==> config.mk <==
export PLATFORM = sky130hd
export DESIGN_NAME = imem_arbiter_flat
export DESIGN_NICKNAME = d
export VERILOG_FILES = /design/src/rtl/imem_arbiter_pkg.sv /design/src/rtl/imem_arbiter_if.sv /design/src/rtl/imem_arbiter_resp_reg.sv /design/src/rtl/imem_arbiter.sv /design/src/flat_wrapper.sv
export SDC_FILE = /design/constraint.sdc
export NUM_CORES = 1
export LEC_CHECK = 0
export ABC_CLOCK_PERIOD_IN_PS = 2700
export CORE_MARGIN = 5
export CORE_UTILIZATION = 36
export CTS_CLUSTER_SIZE = 30
export DETAILED_ROUTE_END_ITERATION = 16
export HOLD_SLACK_MARGIN = 0.15
export PLACE_DENSITY_LB_ADDON = 0.08
export SYNTH_ARGS = -nofsm -noshare
export SYNTH_HDL_FRONTEND = slang
export SYNTH_HIERARCHICAL = 1
export SYNTH_SLANG_ARGS = --single-unit
==> constraint.sdc <==
create_clock -name clk -period 2.7 [get_ports clk]
set_input_delay 0.54 -clock clk [delete_from_list [all_inputs] [get_ports clk]]
set_output_delay 0.54 -clock clk [all_outputs]
set_load 0.005 [all_outputs]
==> src/rtl/imem_arbiter_pkg.sv <==
// Shared types and defaults for the instruction-memory arbiter.
// word_idx() strips the byte offset so both requesters map onto memory words.
package imem_pkg;

  typedef enum logic {
    BOOT = 1'b0,
    RUN  = 1'b1
  } state_t;

  localparam int DEF_ADDR_W = 32;
  localparam int DEF_DATA_W = 32;
  localparam int DEF_DEPTH  = 1024;

  function automatic logic [DEF_ADDR_W-3:0] word_idx(input logic [DEF_ADDR_W-1:0] addr);
    return addr[DEF_ADDR_W-1:2];
  endfunction

endpackage

==> src/rtl/imem_arbiter_if.sv <==
// Bundle of fetch, loader and memory-array signals seen by the arbiter.
// slave = arbiter side, master = requesters plus memory array; IMEM_ARB_ERR_EN adds error flags.
interface imem_arbiter_if #(
  parameter int ADDR_W = 32,
  parameter int DATA_W = 32,
  parameter int MEM_AW = 10
);
  logic              fetch_req;
  logic [ADDR_W-1:0] fetch_addr;
  logic              fetch_gnt;
  logic              fetch_rvalid;
  logic [DATA_W-1:0] fetch_rdata;
  logic              load_req;
  logic              load_we;
  logic [ADDR_W-1:0] load_addr;
  logic [DATA_W-1:0] load_wdata;
  logic              load_done;
  logic              load_gnt;
  logic              load_rvalid;
  logic [DATA_W-1:0] load_rdata;
  logic              mem_en;
  logic              mem_we;
  logic [MEM_AW-1:0] mem_addr;
  logic [DATA_W-1:0] mem_wdata;
  logic [DATA_W-1:0] mem_rdata;
  logic              run;
`ifdef IMEM_ARB_ERR_EN
  logic              fetch_err;
  logic              load_err;
`endif

  modport slave (
`ifdef IMEM_ARB_ERR_EN
    output fetch_err, load_err,
`endif
    input  fetch_req, fetch_addr, load_req, load_we, load_addr, load_wdata, load_done, mem_rdata,
    output fetch_gnt, fetch_rvalid, fetch_rdata, load_gnt, load_rvalid, load_rdata,
    output mem_en, mem_we, mem_addr, mem_wdata, run
  );

  modport master (
`ifdef IMEM_ARB_ERR_EN
    input  fetch_err, load_err,
`endif
    output fetch_req, fetch_addr, load_req, load_we, load_addr, load_wdata, load_done, mem_rdata,
    input  fetch_gnt, fetch_rvalid, fetch_rdata, load_gnt, load_rvalid, load_rdata,
    input  mem_en, mem_we, mem_addr, mem_wdata, run
  );

endinterface

==> src/rtl/imem_arbiter_resp_reg.sv <==
// Registered read-response stage: steers one read result per cycle to its owner (1 = loader).
// One-cycle latency, no backpressure; rdata holds between pulses. IMEM_ARB_ERR_EN adds err flags.
module imem_resp_reg #(
  parameter int DATA_W = 32
) (
  input  logic              clk,
  input  logic              rst,
  input  logic              rd_vld,
  input  logic              owner,
  input  logic [DATA_W-1:0] rd_dat,
  output logic              fetch_rvalid,
  output logic [DATA_W-1:0] fetch_rdata,
  output logic              load_rvalid,
  output logic [DATA_W-1:0] load_rdata
`ifdef IMEM_ARB_ERR_EN
  ,
  input  logic              err_vld,
  output logic              fetch_err,
  output logic              load_err
`endif
);

  always_ff @(posedge clk or negedge rst) begin
    if (!rst) begin
      fetch_rvalid <= 1'b0;
      fetch_rdata  <= '0;
      load_rvalid  <= 1'b0;
      load_rdata   <= '0;
    end else begin
      fetch_rvalid <= rd_vld & ~owner;
      load_rvalid  <= rd_vld & owner;
      if (rd_vld && !owner) fetch_rdata <= rd_dat;
      if (rd_vld && owner)  load_rdata  <= rd_dat;
    end
  end

`ifdef IMEM_ARB_ERR_EN
  // err_vld covers loader writes too, so load_err can pulse without load_rvalid
  always_ff @(posedge clk or negedge rst) begin
    if (!rst) begin
      fetch_err <= 1'b0;
      load_err  <= 1'b0;
    end else begin
      fetch_err <= err_vld & ~owner;
      load_err  <= err_vld & owner;
    end
  end
`endif

endmodule

==> src/rtl/imem_arbiter.sv <==
// Single-port instruction-memory arbiter: BOOT serves only the loader, RUN gives fetch priority with a starvation guard.
// Grants are same-cycle combinational, read data one cycle later; optional error flags under IMEM_ARB_ERR_EN.
module imem_arbiter
  import imem_pkg::*;
#(
  parameter int ADDR_W           = DEF_ADDR_W,
  parameter int DATA_W           = DEF_DATA_W,
  parameter int DEPTH            = DEF_DEPTH,
  parameter int FETCH_STREAK_MAX = 8
) (
  input logic           clk,
  input logic           rst,
  imem_arbiter_if.slave bus
);

  localparam int MEM_AW = $clog2(DEPTH);
  localparam int IDX_W  = ADDR_W - 2;
  localparam int SW     = $clog2(FETCH_STREAK_MAX + 1);
  localparam logic [IDX_W-1:0] DEPTH_IDX  = IDX_W'(DEPTH);
  localparam logic [SW-1:0]    STREAK_MAX = SW'(FETCH_STREAK_MAX);

  state_t            state_q, state_d;
  logic [SW-1:0]     streak_q, streak_d;
  logic              fgnt, lgnt, any_gnt, in_range;
  logic [IDX_W-1:0]  f_idx, l_idx, sel_idx;
  logic [DATA_W-1:0] rd_dat;

  always_ff @(posedge clk or negedge rst) begin
    if (!rst) begin
      state_q  <= BOOT;
      streak_q <= '0;
    end else begin
      state_q  <= state_d;
      streak_q <= streak_d;
    end
  end

  // Grants are gated by rst so nothing is accepted while reset is held
  always_comb begin
    state_d  = state_q;
    streak_d = streak_q;
    fgnt     = 1'b0;
    lgnt     = 1'b0;
    case (state_q)
      BOOT: begin
        lgnt = bus.load_req & rst;
        if (bus.load_done) state_d = RUN;
      end
      RUN: begin
        if (bus.fetch_req && bus.load_req) begin
          if (streak_q == STREAK_MAX) lgnt = rst;
          else                        fgnt = rst;
        end else begin
          fgnt = bus.fetch_req & rst;
          lgnt = bus.load_req & rst;
        end
      end
      default: state_d = BOOT;
    endcase
    if (lgnt || !bus.load_req)             streak_d = '0;
    else if (fgnt && streak_q != STREAK_MAX) streak_d = streak_q + 1'b1;
  end

  assign f_idx    = IDX_W'(word_idx(DEF_ADDR_W'(bus.fetch_addr)));
  assign l_idx    = IDX_W'(word_idx(DEF_ADDR_W'(bus.load_addr)));
  assign sel_idx  = lgnt ? l_idx : f_idx;
  assign any_gnt  = fgnt | lgnt;
  assign in_range = sel_idx < DEPTH_IDX;

  assign bus.fetch_gnt = fgnt;
  assign bus.load_gnt  = lgnt;
  assign bus.run       = (state_q == RUN);
  assign bus.mem_en    = any_gnt & in_range;
  assign bus.mem_we    = lgnt & bus.load_we & in_range;
  assign bus.mem_addr  = any_gnt ? sel_idx[MEM_AW-1:0] : '0;
  assign bus.mem_wdata = lgnt ? bus.load_wdata : '0;

  // Out-of-range reads return zero rather than whatever the array drives
  assign rd_dat = in_range ? bus.mem_rdata : '0;

`ifdef IMEM_ARB_ERR_EN
  logic [1:0] sel_lo;
  logic       err_vld;
  assign sel_lo  = lgnt ? bus.load_addr[1:0] : bus.fetch_addr[1:0];
  assign err_vld = any_gnt & ((sel_lo != 2'b00) | ~in_range);
`endif

  imem_resp_reg #(.DATA_W(DATA_W)) u_resp (
    .clk          (clk),
    .rst          (rst),
    .rd_vld       (fgnt | (lgnt & ~bus.load_we)),
    .owner        (lgnt),
    .rd_dat       (rd_dat),
    .fetch_rvalid (bus.fetch_rvalid),
    .fetch_rdata  (bus.fetch_rdata),
    .load_rvalid  (bus.load_rvalid),
    .load_rdata   (bus.load_rdata)
`ifdef IMEM_ARB_ERR_EN
    ,
    .err_vld      (err_vld),
    .fetch_err    (bus.fetch_err),
    .load_err     (bus.load_err)
`endif
  );

endmodule

==> src/flat_wrapper.sv <==
// flat-port wrapper written by rule: the top's interface ports become plain ports
module imem_arbiter_flat import imem_pkg::*;
#(
  parameter int ADDR_W           = DEF_ADDR_W,
  parameter int DATA_W           = DEF_DATA_W,
  parameter int DEPTH            = DEF_DEPTH,
  parameter int FETCH_STREAK_MAX = 8
)
  (clk, rst, bus_fetch_req, bus_fetch_addr, bus_load_req, bus_load_we, bus_load_addr, bus_load_wdata, bus_load_done, bus_mem_rdata, bus_fetch_gnt, bus_fetch_rvalid, bus_fetch_rdata, bus_load_gnt, bus_load_rvalid, bus_load_rdata, bus_mem_en, bus_mem_we, bus_mem_addr, bus_mem_wdata, bus_run);
  imem_arbiter_if #(.ADDR_W(ADDR_W), .DATA_W(DATA_W), .MEM_AW(10)) bus_i ();
  input logic clk;
  input logic rst;
  input wire logic [$bits(bus_i.fetch_req)-1:0] bus_fetch_req;
  input wire logic [$bits(bus_i.fetch_addr)-1:0] bus_fetch_addr;
  input wire logic [$bits(bus_i.load_req)-1:0] bus_load_req;
  input wire logic [$bits(bus_i.load_we)-1:0] bus_load_we;
  input wire logic [$bits(bus_i.load_addr)-1:0] bus_load_addr;
  input wire logic [$bits(bus_i.load_wdata)-1:0] bus_load_wdata;
  input wire logic [$bits(bus_i.load_done)-1:0] bus_load_done;
  input wire logic [$bits(bus_i.mem_rdata)-1:0] bus_mem_rdata;
  output wire logic [$bits(bus_i.fetch_gnt)-1:0] bus_fetch_gnt;
  output wire logic [$bits(bus_i.fetch_rvalid)-1:0] bus_fetch_rvalid;
  output wire logic [$bits(bus_i.fetch_rdata)-1:0] bus_fetch_rdata;
  output wire logic [$bits(bus_i.load_gnt)-1:0] bus_load_gnt;
  output wire logic [$bits(bus_i.load_rvalid)-1:0] bus_load_rvalid;
  output wire logic [$bits(bus_i.load_rdata)-1:0] bus_load_rdata;
  output wire logic [$bits(bus_i.mem_en)-1:0] bus_mem_en;
  output wire logic [$bits(bus_i.mem_we)-1:0] bus_mem_we;
  output wire logic [$bits(bus_i.mem_addr)-1:0] bus_mem_addr;
  output wire logic [$bits(bus_i.mem_wdata)-1:0] bus_mem_wdata;
  output wire logic [$bits(bus_i.run)-1:0] bus_run;
  assign bus_i.fetch_req = bus_fetch_req;
  assign bus_i.fetch_addr = bus_fetch_addr;
  assign bus_i.load_req = bus_load_req;
  assign bus_i.load_we = bus_load_we;
  assign bus_i.load_addr = bus_load_addr;
  assign bus_i.load_wdata = bus_load_wdata;
  assign bus_i.load_done = bus_load_done;
  assign bus_i.mem_rdata = bus_mem_rdata;
  assign bus_fetch_gnt = bus_i.fetch_gnt;
  assign bus_fetch_rvalid = bus_i.fetch_rvalid;
  assign bus_fetch_rdata = bus_i.fetch_rdata;
  assign bus_load_gnt = bus_i.load_gnt;
  assign bus_load_rvalid = bus_i.load_rvalid;
  assign bus_load_rdata = bus_i.load_rdata;
  assign bus_mem_en = bus_i.mem_en;
  assign bus_mem_we = bus_i.mem_we;
  assign bus_mem_addr = bus_i.mem_addr;
  assign bus_mem_wdata = bus_i.mem_wdata;
  assign bus_run = bus_i.run;
  imem_arbiter #(.ADDR_W(ADDR_W), .DATA_W(DATA_W), .DEPTH(DEPTH), .FETCH_STREAK_MAX(FETCH_STREAK_MAX)) u_core (.clk(clk), .rst(rst), .bus(bus_i));
endmodule
# ---- Word level (Yosys, flattened, before mapping)
# Cells that the tools add are included.
dict set report classes {
  add_sub_neg 1
  n_mul 0
  n_div 0
  magnitude_cmp 1
  eq_ne 2
  shifts 0
  muxes 14
  bitwise 13
  reduce_logical 8
}
# operator count
set op_table {}
lappend op_table {{32-bit 2-to-1 mux} 2}
lappend op_table {{30-bit by 11-bit < comparator with 1-bit output (second input constant)} 1}
lappend op_table {{30-bit 2-to-1 mux} 1}
lappend op_table {{10-bit 2-to-1 mux} 1}
lappend op_table {{1-bit AND} 8}
lappend op_table {{4-bit 2-to-1 mux} 2}
lappend op_table {{1-bit 2-to-1 mux} 7}
lappend op_table {{4-bit by 1-bit adder with 4-bit output (second input constant)} 1}
lappend op_table {{4-bit == test (second input constant)} 1}
lappend op_table {{1-bit logical AND} 4}
lappend op_table {{4-bit != test (second input constant)} 1}
lappend op_table {{1-bit NOT} 3}
lappend op_table {{1-bit logical NOT} 2}
lappend op_table {{1-bit bitwise OR} 2}
lappend op_table {{1-bit case mux with 2 select lines} 1}
lappend op_table {{2-bit nonzero test} 1}
lappend op_table {{1-bit logical OR} 1}
dict set report totals {
  reg_bits 71
  latch_bits 0
  mem_bits_rw 0
  rom_bits 0
  in_bits 134
  out_inout_bits 113
  word_cells 45
  mem_count 0
}

# ---- Logic depth before layout (Yosys ltp)
dict set report depth {
  ltp_word 7
  ltp_mapped 12
  ltp_nobuf 9
}

# ---- Modules after synthesis
# Netlist, hierarchy kept.
# module instances cells_each area_per_inst_um2 seq_area_each_um2
set by_module_without_submodules {}
lappend by_module_without_submodules {imem_resp_reg 1 140 2610.0 1651.6}
lappend by_module_without_submodules {imem_arbiter 1 158 1108.6 125.1}

# ---- Worst setup path after synthesis
# OpenSTA, ideal clock, no wires.
dict set report synth_timing {
  kind {reg2reg}
  startpoint {reg u_core.streak_q[0]}
  endpoint {reg u_core.u_resp.fetch_rdata[0]}
  setup_time_ns 0.125
  arrival_time_ns 2.228
  t_required_ns 2.575
  path_slack_ns 0.347
  path_stages_with_launch 13
  n_path_buf 3
  period_less_slack_ns 2.353
  path_cell_list {dfrtp_1 -> inv_1 -> ha_1 -> nand3b_4 -> a31o_1 -> buf_6 -> clkinv_1 -> nor2_1 -> o21bai_1 -> nor2b_4 -> buf_6 -> buf_12 -> mux2_4}
}
dict set report synth_between {
  word_cells_on_any_way 14
  cone_classes {order compare: 1; eq/ne: 1; mux: 8; bitwise: 2; reduce/logical: 2}
}
# item line_no
set synth_rtl {}
lappend synth_rtl {{start, declared} imem_arbiter.sv:23} ;# logic [SW-1:0] streak_q, streak_d;
lappend synth_rtl {{start signal, assigned} imem_arbiter.sv:34} ;# streak_q <= streak_d;
lappend synth_rtl {{4-bit == test} imem_arbiter.sv:51} ;# if (streak_q == STREAK_MAX) lgnt = rst;
lappend synth_rtl {{1-bit 2-to-1 mux} imem_arbiter.sv:51}
lappend synth_rtl {{1-bit 2-to-1 mux} imem_arbiter.sv:50} ;# if (bus.fetch_req && bus.load_req) begin
lappend synth_rtl {{1-bit 2-to-1 mux} imem_arbiter.sv:44} ;# case (state_q)
lappend synth_rtl {{named net bus_fetch_gnt} flat_wrapper.sv:21} ;# output wire logic [$bits(bus_i.fetch_gnt)-1:0] bus_fetch_gnt;
lappend synth_rtl {{1-bit bitwise OR} imem_arbiter.sv:91} ;# .rd_vld (fgnt | (lgnt & ~bus.load_we)),
lappend synth_rtl {{1-bit logical AND} imem_arbiter_resp_reg.sv:32} ;# if (rd_vld && !owner) fetch_rdata <= rd_dat;
lappend synth_rtl {{end signal, assigned} imem_arbiter_resp_reg.sv:32}
lappend synth_rtl {{end, declared} imem_arbiter_resp_reg.sv:12} ;# output logic [DATA_W-1:0] fetch_rdata,
# The timed path passes the listed nets, and every way through them passes these cells.
# A chain may end at the register's enable or synchronous reset.

# ---- Worst setup path after layout
dict set report layout_timing {
  startpoint {reg u_core.streak_q[0]}
  endpoint {out bus_mem_en}
}
dict set report layout_between {
  elab_chain_cells 7
  word_cells_on_any_way 11
  cone_classes {order compare: 1; eq/ne: 1; mux: 7; bitwise: 2}
}
# item line_no
set layout_rtl {}
lappend layout_rtl {{4-bit == test (*)} imem_arbiter.sv:51}
lappend layout_rtl {{1-bit 2-to-1 mux} imem_arbiter.sv:51}
lappend layout_rtl {{1-bit 2-to-1 mux} imem_arbiter.sv:50}
lappend layout_rtl {{1-bit case mux with 2 select lines} imem_arbiter.sv:44}
lappend layout_rtl {{30-bit 2-to-1 mux} imem_arbiter.sv:66} ;# assign sel_idx = lgnt ? l_idx : f_idx;
lappend layout_rtl {{30-bit by 11-bit < comparator with 1-bit output} imem_arbiter.sv:68} ;# assign in_range = sel_idx < DEPTH_IDX;
lappend layout_rtl {{1-bit AND (*)} imem_arbiter.sv:73} ;# assign bus.mem_en = any_gnt & in_range;
lappend layout_rtl {{end, declared} flat_wrapper.sv:27} ;# output wire logic [$bits(bus_i.mem_en)-1:0] bus_mem_en;
# Mark *: on every way between the ends. The rest lies on a longest branch, timed or not.

==> impl_metrics.yaml <==
worst_setup_path:
  critPathTopFamily: "simple AND/OR/NAND/NOR gates"
  crit_chain: "inv_2 -> ha_4 -> nand3b_4 -> a31o_4 -> buf_6 -> or3_4 -> a21oi_2 -> buf_2"
  reg2reg_from: "u_core/streak_q[0]$_DFFE_PN0P_"
  crit_path_end_kind: "output port"
  max_stage_delay_ns: 0.40
  rrSetupSlack_ns: 0.22
  rr_worst_depth: 10
  r2r_end: "u_core/u_resp/load_rdata[1]$_DFFE_PN0P_"
  criticalPathCategory: "reg -> out"
  cp_slowest_cell: "dfrtp_1"
  path_max_fanout: 3
  cp-start-kind: "flop"
  cp.required_ns: 2.16
  crit_cells: 8
  crit_buf_inv: 3
  cp.arrival_ns: 2.08
global_route:
  grt_use_total_pct: 20.88
  grt_pass1_wl_microns: 20450
  antenna_found_initial: 1
  grt_max_degree: 73
  overflow: 0
  grt_pass1_vias: 3749
clock_network:
  cts.path.max_buffers: 2
  clock_sinks: 71
  clk_pin_slew_ns: 0.07
  cts_tree: "built"
  numCtsBuffers: 9
  clock_latency_ns: 0.34
  clock-root-buffer: "clkbuf_8"
  htree_levels: 3
run:
  maxCapViolCount: 0
floorplanning:
  die_area_sq_mm: 0.01246
  core_area_sq_mm: 0.01018
  die_h_microns: 111.6
  initial_core_util_pct: 36.51
  rows: 37
  die_w_microns: 111.6
  ios: 247
yosys:
  synth_top_area_share_pct: 47.78
  yosys.area.top_type: "dfrtp_1"
  synth_seq_cells: 71
  synth_nets: 434
  synthTopCellsByArea: "dfrtp_1 (48%), mux2_4 (12%), mux2_2 (11%)"
  netlist_area_sq_mm: 0.003719
  ys_async_sr_fraction_pct: 100.0
  yosys.cell_types.count: 33
  synthCells: 298
  synth_seq_area_share_pct: 47.78
  synth_edf_count: 0
  synth_ff_type: "dfrtp_1"
  yosysWarnings: 6
  syn_avg_cell_area_sq_um: 12.48
power:
  peakVddDrop_uv: 233.5
  p_leak_nw: 3.128
  p_per_area_mw_per_mm2: 352.4
timing:
  fin_setup_tns_ns: 0
  fmax_ghz: 0.3816
  max_slew_margin_pct: 40.16
  hold_viol: 0
  skew_ns: 0.01573
  setup_viol: 0
  rsz0062_at_grt: "true"
  post-route-period-util_pct: 97.06
  hold_ws_ns: 0.4427
  post-route-min-period_ns: 2.621
  drv_slew: 0
  worst-slew-pin-transition_ns: 0.8976
finish:
  ff_latch_area_sq_mm: 0.001777
  final_cell_mix: "clkdlybuf4s50_1 (194), dfrtp_1 (71), dlygate4sd2_1 (42)"
  multi_input_area_sq_mm: 0.001790
  layout.nets: 695
  drive_gt1_share_pct: 24.65
  final_common_cell: "clkdlybuf4s50_1"
  fillers: 853
  fin_area_sq_mm: 0.006650
  synthToLayoutAreaGrowth_pct: 78.84
place:
  place_hpwl_microns: 10110
  io_buffers: 242
  placed_area_sq_mm: 0.006365
  routabilityCongestion: 0.7765
detailed_routing:
  wl_met3_microns: 1000
  first_iter_violations: 119
  vias: 3301
  drtPass1Iterations: 4
  via_per_inst: 4.709
  ant_nets: 0
  routed_wl_microns: 13030
  drc: 0
  wl_per_cell_microns: 18.59
  drt-met1-wl_microns: 4892
  maxUsedRoutingLayer: "met4"
  dr_wl_met2_microns: 6826
outcome:
  status: "complete, no violations"
worst_hold_path:
  hp-class: "in -> async"
-- stage by stage --
stage / power [mW] / util [%] / cells / worst slack (ns)
2_1_floorplan: 1.208 / - / 298 / 0.3470
3_3_place_gp: 1.494 / 62.49 / 675 / -0.4629
3_5_place_dp: 1.499 / 62.49 / 675 / -0.4648
4_1_cts: 2.378 / 64.74 / 696 / 0.01023
5_1_grt: 2.467 / 65.29 / 701 / -0.02999
6_report: 2.343 / 65.29 / 701 / 0.07950
-- per-layer routing --
metal  up-vias  track usage (%)
met5         -                0
met4         0            6.569
met3        20            8.207
met2       142            37.17
met1      1577            22.79
li1       1562                -
-- repair_timing --
| item | 4_1_cts | 5_1_grt |
|---|---|---|
| endpoints found under the setup margin | 46 | 40 |
| hold endpoints to repair | 0 | 0 |
| buffers inserted | 4 | 4 |
| resized for setup | 58 | 11 |
| pin swaps | 4 | 7 |
| cloned | 1 | 0 |
| hold buffers | 0 | 0 |
-- registers in the layout, summed over array words and instances, names as in the netlist --
signal / cells
u_core/u_resp/load_rvalid: 1
u_core/u_resp/fetch_rvalid: 1
u_core/bus.run: 1
u_core/u_resp/fetch_rdata: 32
u_core/u_resp/load_rdata: 32
u_core/streak_q: 4
-- synth_stat cells (3+ instances only) --
cell and n:
a21boi_0 5, a21boi_1 18, a21boi_2 11, a21oi_1 10
and2_1 32, buf_12 3, buf_6 8, clkbuf_1 7
dfrtp_1 71, inv_1 3, mux2_2 35, mux2_4 29
nand2_1 26, nand3_1 6, nor2_1 3, nor4_1 10
-- cell type report --
cell class	count	share of cell area [%]
Timing Repair Buffer	270	40.43
Tap cell	136	2.559
Clock buffer	11	2.126
Sequential cell	71	26.72
Antenna cell	1	0.03763
Multi-Input combinational cell	203	26.92
Inverter	4	0.2446
Clock inverter	5	0.9595
-- cells by family after synthesis --
logic type      synth area share, %
compound gates                10.20
buf+inv                       5.417
xor+xnor                     0.4711
flops                         47.78
mux                           22.31
simple gates                  13.16
fa+ha+maj                    0.6728
-- where the power goes --
group,internal [mW],switching [mW]
registers,1.07,0.00164
logic,0.271,0.135
clock network,0.461,0.409
-- worst max path at each step --
| stage | from | endpoint | slack [ns] |
|---|---|---|---|
| after CTS | u_core/streak_q[0]$_DFFE_PN0P_ | bus_mem_addr[9] | 0.01 |
| after detailed placement | bus_load_addr[20] | bus_mem_en | -0.46 |
| final | u_core/streak_q[0]$_DFFE_PN0P_ | bus_mem_en | 0.08 |
| after global routing | u_core/streak_q[0]$_DFFE_PN0P_ | bus_mem_en | -0.03 |
| after global placement | bus_load_addr[20] | bus_mem_en | -0.46 |
| after floorplan | u_core/streak_q[0]$_DFFE_PN0P_ | u_core/u_resp/fetch_rdata[0]$_DFFE_PN0P_ | 0.35 |
No activity file was read; power rests on OpenSTA's default activity.
